===== config.mk =====
export PLATFORM = sky130hd
export DESIGN_NAME = draw_arbiter_flat
export DESIGN_NICKNAME = d
export VERILOG_FILES = /design/src/rtl/draw_pkg.sv /design/src/rtl/draw_arbiter_if.sv /design/src/rtl/draw_arbiter_rr_pick.sv /design/src/rtl/draw_arbiter.sv /design/src/flat_wrapper.sv
export SDC_FILE = /design/constraint.sdc
export NUM_CORES = 1
export LEC_CHECK = 0
export ABC_AREA = 1
export CAP_MARGIN = 0
export CORE_ASPECT_RATIO = 0.7
export CORE_MARGIN = 2
export CORE_UTILIZATION = 39
export CTS_CLUSTER_DIAMETER = 60
export DETAILED_ROUTE_END_ITERATION = 10
export PLACE_DENSITY = 0.88
export REMOVE_ABC_BUFFERS = 1
export SKIP_LAST_GASP = 1
export SYNTH_ARGS = -nofsm -noshare
export SYNTH_HDL_FRONTEND = slang
export SYNTH_SLANG_ARGS = --single-unit

===== constraint.sdc =====
create_clock -name clk -period 1.5 [get_ports clk]
set_input_delay 0.3 -clock clk [delete_from_list [all_inputs] [get_ports clk]]
set_output_delay 0.3 -clock clk [all_outputs]
set_load 0.02 [all_outputs]

===== src/rtl/draw_pkg.sv =====
`default_nettype none
// ============================================================================
// Module      : draw_pkg
// Description : Shared constants and types for the VGA draw-port arbiter:
//               requester indices, FSM state encoding and default watchdog.
// Revision    : 1.0 - initial release
// ============================================================================
package draw_pkg;

    // Number of pixel producers sharing the adapter port
    localparam int NUM_REQ     = 4;

    // Requester indices (bit position in req/grant)
    localparam int REQ_PIC     = 0;
    localparam int REQ_BRICK   = 1;
    localparam int REQ_PADDLE  = 2;
    localparam int REQ_BALL    = 3;

    // Per-requester slice widths on the packed pixel buses
    localparam int COORD_W     = 10;
    localparam int COLOUR_W    = 3;

    // Default grant hold limit; larger than a 160x120 full-screen blit
    localparam int DEF_TIMEOUT = 20000;

    // Arbiter state encoding
    localparam logic [1:0] IDLE = 2'd0;
    localparam logic [1:0] OWN  = 2'd1;
    localparam logic [1:0] GAP  = 2'd2;

    typedef enum logic [1:0] {
        ST_IDLE = IDLE,
        ST_OWN  = OWN,
        ST_GAP  = GAP
    } state_t;

endpackage
`default_nettype wire


===== src/rtl/draw_arbiter_if.sv =====
`default_nettype none
// ============================================================================
// Module      : draw_arbiter_if
// Description : Bundle of drawer-side request/pixel signals and adapter-side
//               pixel/status signals around the draw arbiter.
// Revision    : 1.0 - initial release
// ============================================================================
interface draw_arbiter_if;

    logic [3:0]  req;
    logic [3:0]  done;
    logic [39:0] x_in;
    logic [39:0] y_in;
    logic [11:0] colour_in;
    logic [3:0]  plot_in;

    logic [3:0]  grant;
    logic [9:0]  vga_x;
    logic [9:0]  vga_y;
    logic [2:0]  vga_colour;
    logic        vga_plot;
    logic        busy;
    logic        timeout_err;
    logic [1:0]  timeout_id;

    // Drawers and adapter side
    modport master (
        output req, done, x_in, y_in, colour_in, plot_in,
        input  grant, vga_x, vga_y, vga_colour, vga_plot, busy,
               timeout_err, timeout_id
    );

    // Arbiter side
    modport slave (
        input  req, done, x_in, y_in, colour_in, plot_in,
        output grant, vga_x, vga_y, vga_colour, vga_plot, busy,
               timeout_err, timeout_id
    );

endinterface
`default_nettype wire


===== src/rtl/draw_arbiter_rr_pick.sv =====
`default_nettype none
// ============================================================================
// Module      : rr_pick
// Description : Combinational winner selection: optional fixed priority for
//               requester 0, otherwise round-robin search from ptr+1.
// Revision    : 1.0 - initial release
// ============================================================================
module rr_pick (
    input  wire logic [3:0] req,
    input  wire logic [1:0] ptr,
    input  wire logic       hipri,
    output logic      [1:0] win,
    output logic            any
);

    logic [1:0] w_idx;

    // Scan from ptr+4 (== ptr) down to ptr+1 so the nearest set bit wins
    always_comb begin
        win   = 2'd0;
        w_idx = 2'd0;
        any   = |req;
        if (hipri && req[0]) begin
            win = 2'd0;
        end else begin
            for (int i = 4; i >= 1; i--) begin
                w_idx = ptr + 2'(i);
                if (req[w_idx]) begin
                    win = w_idx;
                end
            end
        end
    end

endmodule
`default_nettype wire


===== src/rtl/draw_arbiter.sv =====
`default_nettype none
// ============================================================================
// Module      : draw_arbiter
// Description : Shares the VGA adapter write port among four drawers. One
//               owner at a time, held until done/withdraw/watchdog, with a
//               one-cycle gap between owners and registered pixel outputs.
// Revision    : 1.0 - initial release
// ============================================================================
module draw_arbiter #(
    parameter int NUM_REQ  = draw_pkg::NUM_REQ,
    parameter int HIPRI_EN = 1,
    parameter int TIMEOUT  = draw_pkg::DEF_TIMEOUT,
    parameter int CW       = 15
) (
    input  wire logic     clk,
    input  wire logic     resetn,
    draw_arbiter_if.slave bus
);

    import draw_pkg::*;

    state_t               r_state;
    logic [1:0]           r_ptr;
    logic [1:0]           r_owner;
    logic [CW-1:0]        r_wd;
    logic [NUM_REQ-1:0]   r_grant;
    logic                 r_busy;
    logic [COORD_W-1:0]   r_vga_x;
    logic [COORD_W-1:0]   r_vga_y;
    logic [COLOUR_W-1:0]  r_vga_colour;
    logic                 r_vga_plot;
    logic                 r_timeout_err;
    logic [1:0]           r_timeout_id;

    logic [1:0]           w_win;
    logic                 w_any;
    logic                 w_timeout;
    logic                 w_release;
    logic                 w_hipri;

    assign w_hipri = (HIPRI_EN != 0);

    rr_pick u_rr_pick (
        .req   (bus.req),
        .ptr   (r_ptr),
        .hipri (w_hipri),
        .win   (w_win),
        .any   (w_any)
    );

    // Owner gives up the port on done, on withdrawing its request, or when
    // the watchdog hits its limit
    assign w_timeout = (r_wd == CW'(TIMEOUT - 1));
    assign w_release = bus.done[r_owner] | ~bus.req[r_owner] | w_timeout;

    // Arbitration FSM, pixel register and watchdog
    always_ff @(posedge clk or negedge resetn) begin
        if (!resetn) begin
            r_state       <= ST_IDLE;
            r_ptr         <= 2'd3;
            r_owner       <= 2'd0;
            r_wd          <= '0;
            r_grant       <= '0;
            r_busy        <= 1'b0;
            r_vga_x       <= '0;
            r_vga_y       <= '0;
            r_vga_colour  <= '0;
            r_vga_plot    <= 1'b0;
            r_timeout_err <= 1'b0;
            r_timeout_id  <= 2'd0;
        end else begin
            r_timeout_err <= 1'b0;
            case (r_state)
                ST_IDLE: begin
                    r_vga_plot <= 1'b0;
                    if (w_any) begin
                        r_grant <= NUM_REQ'(1) << w_win;
                        r_busy  <= 1'b1;
                        r_owner <= w_win;
                        r_ptr   <= w_win;
                        r_wd    <= '0;
                        r_state <= ST_OWN;
                    end
                end
                ST_OWN: begin
                    // The release edge still registers the owner's pixel
                    r_vga_x      <= bus.x_in[int'(r_owner) * COORD_W +: COORD_W];
                    r_vga_y      <= bus.y_in[int'(r_owner) * COORD_W +: COORD_W];
                    r_vga_colour <= bus.colour_in[int'(r_owner) * COLOUR_W +: COLOUR_W];
                    r_vga_plot   <= bus.plot_in[r_owner];
                    if (w_release) begin
                        r_grant <= '0;
                        r_busy  <= 1'b0;
                        r_state <= ST_GAP;
                        if (w_timeout) begin
                            r_timeout_err <= 1'b1;
                            r_timeout_id  <= r_owner;
                        end
                    end else begin
                        r_wd <= r_wd + 1'b1;
                    end
                end
                ST_GAP: begin
                    r_vga_plot <= 1'b0;
                    r_state    <= ST_IDLE;
                end
                default: begin
                    r_grant    <= '0;
                    r_busy     <= 1'b0;
                    r_vga_plot <= 1'b0;
                    r_state    <= ST_IDLE;
                end
            endcase
        end
    end

    assign bus.grant       = r_grant[3:0];
    assign bus.busy        = r_busy;
    assign bus.vga_x       = r_vga_x;
    assign bus.vga_y       = r_vga_y;
    assign bus.vga_colour  = r_vga_colour;
    assign bus.vga_plot    = r_vga_plot;
    assign bus.timeout_err = r_timeout_err;
    assign bus.timeout_id  = r_timeout_id;

endmodule
`default_nettype wire


===== src/flat_wrapper.sv =====
// flat-port wrapper written by rule: the top's interface ports become plain ports
module draw_arbiter_flat import draw_pkg::*;
#(
    parameter int NUM_REQ  = draw_pkg::NUM_REQ,
    parameter int HIPRI_EN = 1,
    parameter int TIMEOUT  = draw_pkg::DEF_TIMEOUT,
    parameter int CW       = 15
)
  (clk, resetn, bus_req, bus_done, bus_x_in, bus_y_in, bus_colour_in, bus_plot_in, bus_grant, bus_vga_x, bus_vga_y, bus_vga_colour, bus_vga_plot, bus_busy, bus_timeout_err, bus_timeout_id);
  draw_arbiter_if bus_i ();
  input  wire logic clk;
  input  wire logic resetn;
  input wire logic [$bits(bus_i.req)-1:0] bus_req;
  input wire logic [$bits(bus_i.done)-1:0] bus_done;
  input wire logic [$bits(bus_i.x_in)-1:0] bus_x_in;
  input wire logic [$bits(bus_i.y_in)-1:0] bus_y_in;
  input wire logic [$bits(bus_i.colour_in)-1:0] bus_colour_in;
  input wire logic [$bits(bus_i.plot_in)-1:0] bus_plot_in;
  output wire logic [$bits(bus_i.grant)-1:0] bus_grant;
  output wire logic [$bits(bus_i.vga_x)-1:0] bus_vga_x;
  output wire logic [$bits(bus_i.vga_y)-1:0] bus_vga_y;
  output wire logic [$bits(bus_i.vga_colour)-1:0] bus_vga_colour;
  output wire logic [$bits(bus_i.vga_plot)-1:0] bus_vga_plot;
  output wire logic [$bits(bus_i.busy)-1:0] bus_busy;
  output wire logic [$bits(bus_i.timeout_err)-1:0] bus_timeout_err;
  output wire logic [$bits(bus_i.timeout_id)-1:0] bus_timeout_id;
  assign bus_i.req = bus_req;
  assign bus_i.done = bus_done;
  assign bus_i.x_in = bus_x_in;
  assign bus_i.y_in = bus_y_in;
  assign bus_i.colour_in = bus_colour_in;
  assign bus_i.plot_in = bus_plot_in;
  assign bus_grant = bus_i.grant;
  assign bus_vga_x = bus_i.vga_x;
  assign bus_vga_y = bus_i.vga_y;
  assign bus_vga_colour = bus_i.vga_colour;
  assign bus_vga_plot = bus_i.vga_plot;
  assign bus_busy = bus_i.busy;
  assign bus_timeout_err = bus_i.timeout_err;
  assign bus_timeout_id = bus_i.timeout_id;
  draw_arbiter #(.NUM_REQ(NUM_REQ), .HIPRI_EN(HIPRI_EN), .TIMEOUT(TIMEOUT), .CW(CW)) u_core (.clk(clk), .resetn(resetn), .bus(bus_i));
endmodule

# == Word-level counts from Yosys, hierarchy flattened ==
# Cells that the tools add are included.
# classes
add_sub_neg,4
n_mul,2
order_cmp,5
eq_ne,6
shifts,4
n_mux,35
n_bitwise,4
reduce_logical,8
# op_table
cell,count
$shiftx A40 B32 Y10,2
$shiftx A12 B32 Y3,1
$mux W15,2
$pmux W15 S2,1
$add A15 B1 Y15 const B,1
$eq A15 B15 Y1 const B,1
$lt A2 B3 Y1 const B,5
$bmux W1 S2,7
$mux W2,7
$mux W1,13
$pmux W4 S3,1
$reduce_and A3 Y1,3
$mux W4,2
$mul A2 B3 Y5 const B,1
$add A2 B2 Y2 const B,2
$mul A2 B2 Y4 const B,1
$ne A2 B2 Y1 const B,2
$pmux W2 S2,1
$reduce_and A2 Y1,2
$reduce_or A4 Y1,1
$shl A1 B2 Y4 const A,1
$pmux W1 S3,1
$add A2 B1 Y2 const B,1
$eq A2 B1 Y1 const B,1
6 further kinds,8
# word_totals
register_bits,53
in_bits,106
output_inout_bits,32
elab_cells,80

# == Logic depth before layout (Yosys ltp) ==
# depth
ltp_word,10
ltp_mapped,12
mapped_depth_nobuf,11

# == By module ==
# From an unflattened synthesis, not the netlist that was laid out.
# hier_totals
hier_cells,519
area_unflattened_um2,3455.8
# modules_own_cells
module,n_inst,cells_each,area_each_um2,seq_area_each_um2
draw_arbiter,1,470,3198.1,1328.8
rr_pick,1,49,257.7,0.0

# == Worst setup path before layout ==
# Ideal clock, no wire load.
# synth_timing
path_type,register -> register
start,reg u_core.r_ptr[0]
end,reg u_core.r_owner[0]
setup_ps,133
arrival_ps,1398
required_time_ps,1367
slack_ps,-31
path_stages_with_launch,13
path_buffers,1
synth_period_minus_slack_ps,1531
cell_sequence,dfstp_2 -> buf_2 -> inv_1 -> nand2_1 -> nand2_1 -> nand2_1 -> nand2_1 -> inv_1 -> nand2_1 -> nand2_1 -> nand2_1 -> nand3_1 -> o21ai_0
# synth_via
elab_chain_cells,7
elab_cells_between_ends,16
cone_classes,add/sub: 3; mux: 13
# synth_rtl
element,line_no,source
start: declaration,draw_arbiter.sv:23,logic [1:0] r_ptr;
start signal: assignment,draw_arbiter.sv:80,r_ptr <= w_win;
$add A2 B2 Y2 or $bmux W1 S2 (tied branches),"draw_arbiter_rr_pick.sv:27, draw_arbiter_rr_pick.sv:28",
$bmux W1 S2 or $mux W1 (tied branches),draw_arbiter_rr_pick.sv:28,if (req[w_idx]) begin
$mux W1 (implied by the code) or $mux W2 (tied branches),draw_arbiter_rr_pick.sv:28,
$mux W2 (2 in series),draw_arbiter_rr_pick.sv:28,
$mux W2 *,draw_arbiter_rr_pick.sv:28,
$mux W2 *,draw_arbiter_rr_pick.sv:23,if (hipri && req[0]) begin
end signal: assignment,draw_arbiter.sv:79,r_owner <= w_win;
end: declaration,draw_arbiter.sv:24,logic [1:0] r_owner;
# Every way passes the cells marked *; elsewhere a longest branch is shown, timed or not. The select of a mux whose other input is x is not followed.
# A chain may end at the register's enable or synchronous reset.

# == Worst setup path in the final report ==
# layout_timing
start,reg u_core.r_wd[1]
end,reg u_core.r_wd[13]
# layout_via
elab_chain_cells,4
elab_cells_between_ends,7
cone_classes,add/sub: 1; eq/ne: 2; mux: 2; bitwise: 1; reduce/logical: 1
# layout_rtl
element,line_no,source
start: declaration,draw_arbiter.sv:25,logic [CW-1:0] r_wd;
start signal: assignment,draw_arbiter.sv:100,r_wd <= r_wd + 1'b1;
branches (longest 4 deep; another with $add A15 B1 Y15),n/a,
# Several ways; the timed one is not identified. The select of a mux whose other input is x is not followed.

==> out/metrics.cfg <==
[run_status]
status=complete, but fails checks
violations=negative setup slack

[global_routing]
grt_max_degree=51
grt-busiest-layer=met2
use_met3_pct=4.33
grt_util_all_layers_pct=24.3
antenna_found_initial=0
grtUsageMet2_pct=46.0
grt_pass1_vias=3934
grt_pass1_wl_um=18000
grtUsageMet1_pct=28.4
grt_overflow=0

[critical_path]
r2r_cells=9
slowest_stage=dfrtp_1
cpPeakStageDelay_ps=400
cp.required_ps=1690
crit_path_cell_trace=ha_4 -> nand3_4 -> nor4_4 -> nand2_2 -> nand3_4 -> nand2_4 -> clkbuf_16 -> nand2_1 -> nand2_1
end_kind=flip-flop
startpoint_type=flip-flop
worstPathMaxFanout=10
crit_type=reg -> reg
r2r_slack_ps=-140
reg2reg_to=u_core.r_wd[13]$_DFFE_PN0P_
cp.arrival_ps=1830
r2r-start=u_core.r_wd[1]$_DFFE_PN0P_

[power]
vdd_drop_max_uv=723
leakage_uw=0.00247
power_density_mw_per_mm2=1560
intPower_uw=4740
comb_power_share_pct=58.7
p_clk_share_pct=15.9
power.switching_uw=3850
p_seq_share_pct=25.4
switching_share_pct=44.8

[hold_path]
hold_path_class=in -> async

[routing]
drt_iter0_markers=326
first_pass_iters=6
via_per_inst=5.21
ant_nets=0
routed_wl_um=11400
vias=3952
avgRoutedWirePerCell_um=15.1
drc=0

[cells_and_area]
drive_gt1_share_pct=19.3
multiInputGateArea_mm2=0.00198
seq_area_mm2=0.00133
final_cell_area_mm2=0.00550
antenna_cells=0
num-fill-cells=700
area_growth_syn_to_layout_pct=66.7
layout.nets=759

[synthesis]
synth_area_mm2=0.00330
ys_warn_count=0
synth_flop_cell=dfrtp_1
synth-compound-area-share_pct=16.2
synthXorXnorAreaFrac_pct=2.39
async_flop_share_pct=100
yosys.area_share.simple_pct=33.0
synth_mux_area_share_pct=0
synth_seq_cells=53
synth_cells=488
yosysUniqueCellTypes=30
synth_seq_area_share_pct=40.3
synth_edf_count=0
synth_fa_ha_area_share_pct=0.379
synth_top_family_by_area=simple AND/OR/NAND/NOR gates
syn_area_per_cell_um2=6.76

[floorplan]
die_x_um=114
rows=28
die_y_um=80.9
dieArea_mm2=0.00922
coreArea_mm2=0.00834
start_util_pct=39.6
ioPinCount=138

[placement]
routabilityCongestion=0.977
postPlaceCellArea_mm2=0.00497
port_buffers=137
post-dp-hpwl_um=7820

[clock_network]
cts_root_buf=clkbuf_16
h-tree-depth=2
worstSkewPairLatency_ps=300
clk_pin_slew_ps=70
cts_tree=yes
cts_made_buffers=5
clock-sinks=53
cts_buffer_depth=2

[sta]
setup_viol=27
hold_viol_final=0
slew_viol_final=0
fin_hold_ws_ps=484
clock_skew_ps=4.75
final.min_clock_period_ps=1640
fin_crit_sh_pct=109
max_freq_mhz=610
tightest_slew_ps=438
fin_ws_ps=-138
relSlewSlack_pct=70.8
rsz0062_at_grt=true

[flow_run]
drv_cap=0

## timing repair
| action | 4_1_cts | 5_1_grt |
|---|---|---|
| endpoints found under the setup margin | 59 | 51 |
| gates cloned | 0 | 1 |
| hold endpoints to repair | 12 | 0 |
| setup buffers | 6 | 4 |
| pin swaps | 14 | 14 |
| gates resized for setup | 66 | 48 |
| hold buffers | 1 | 0 |
## power groups by stage
stage	Sequential [uW]	Combinational [uW]	Clock (uW)
2_1_floorplan	2750	1840	0
3_3_place_gp	2180	4360	0
3_5_place_dp	2210	4510	0
4_1_cts	2170	4460	1370
5_1_grt	2240	5480	1430
6_report	2180	5040	1370
## worst max-delay path by stage
stage	startpoint	end	slack, ps	cells past startpoint
2_1_floorplan	u_core.r_state[1]$_DFFE_PN0P_	u_core.r_wd[14]$_DFFE_PN0P_	-1660	5
3_3_place_gp	bus_req[3]	u_core.r_wd[1]$_DFFE_PN0P_	-270	9
3_5_place_dp	bus_req[0]	u_core.r_owner[0]$_DFFE_PN0P_	-340	12
4_1_cts	u_core.r_wd[1]$_DFFE_PN0P_	u_core.r_wd[7]$_DFFE_PN0P_	-190	9
5_1_grt	u_core.r_owner[0]$_DFFE_PN0P_	u_core.r_wd[2]$_DFFE_PN0P_	-210	9
6_report	u_core.r_wd[1]$_DFFE_PN0P_	u_core.r_wd[13]$_DFFE_PN0P_	-140	9
## per-layer routing
layer	share of wire, %	vias up
met3	5.2	24
li1	-	1916
met4	1.9	0
met5	0	-
met2	51	141
met1	42	1871
## worst max-delay path, delay by kind of cell, from the launching register on
kind,cells,cell delay (ps)
flops,1,400
fa+ha+maj,1,170
simple gates,7,790
buf+inv,1,180
## flip-flops by register name, summed over array words and instances, names as in the netlist, 2 cells and up
name and cells:
u_core.r_wd 15, u_core.bus.vga_x 10, u_core.bus.vga_y 10, u_core.bus.grant 4
u_core.bus.vga_colour 3, u_core.bus.timeout_id 2, u_core.r_owner 2, u_core.r_ptr 2
u_core.r_state 2
## cells in the final DEF (no fill, tap or decap), types with 5 or more instances in the layout
| cell | count |
|---|---|
| nand3_2 | 8 |
| clkdlybuf4s50_1 | 104 |
| nor2_1 | 137 |
| o21ai_2 | 6 |
| buf_6 | 5 |
| a31oi_1 | 23 |
| nand2_4 | 10 |
| clkbuf_16 | 6 |
| nand2_2 | 27 |
| dlygate4sd2_1 | 32 |
| inv_1 | 25 |
| nand2_1 | 48 |
| o21ai_0 | 57 |
| nand3_1 | 22 |
| xor2_1 | 7 |
| dfrtp_1 | 51 |
| buf_4 | 38 |
## layout make-up
cell class | count | share of cell area [%]
inverters | 31 | 2.21
multi-input cells | 376 | 36.0
flip-flops and latches | 53 | 24.2
repair buffers | 185 | 32.1
clock buffers | 6 | 2.53
clock inverters | 2 | 0.683
well taps | 105 | 2.39
## per-stage QoR
| stage | setup WS, ps | utilization [%] | TNS, ps | cells | total power (uW) |
|---|---|---|---|---|---|
| after global routing | -213 | 66.0 | -4340 | 758 | 9150 |
| after global placement | -271 | 59.6 | -6210 | 738 | 6540 |
| after floorplan | -1660 | - | -59950 | 460 | 4590 |
| after CTS | -194 | 63.3 | -3590 | 753 | 8010 |
| after detailed placement | -340 | 59.6 | -7600 | 738 | 6720 |
| final | -138 | 66.0 | -2110 | 758 | 8590 |
## kinds of logic (layout without fill, tap and decap cells)
family	after synthesis	after routing
AO/OA/AOI/OAI	96	96
buffers and inverters	59	224
flip-flops	53	53
adder cells (fa/ha/maj)	1	1
AND/OR/NAND/NOR	270	270
XOR/XNOR	9	9
## cells in the mapped netlist, types with 2 or more instances
master | n | area share [%]
buf_2 | 6 | 0.91
dfrtp_1 | 51 | 39
o21ai_2 | 5 | 1.3
xnor2_1 | 2 | 0.53
inv_1 | 29 | 3.3
xor2_1 | 7 | 1.9
o21ai_0 | 59 | 9.0
a21oi_1 | 5 | 0.76
a31oi_1 | 23 | 4.4
nor2_1 | 142 | 16
nand2_1 | 84 | 9.6
dfstp_2 | 2 | 1.6
nand4_1 | 3 | 0.57
nor3_1 | 6 | 0.91
buf_6 | 3 | 1.0
clkbuf_1 | 17 | 1.9
nand3_1 | 31 | 4.7
No activity file was read; power rests on OpenSTA's default activity.
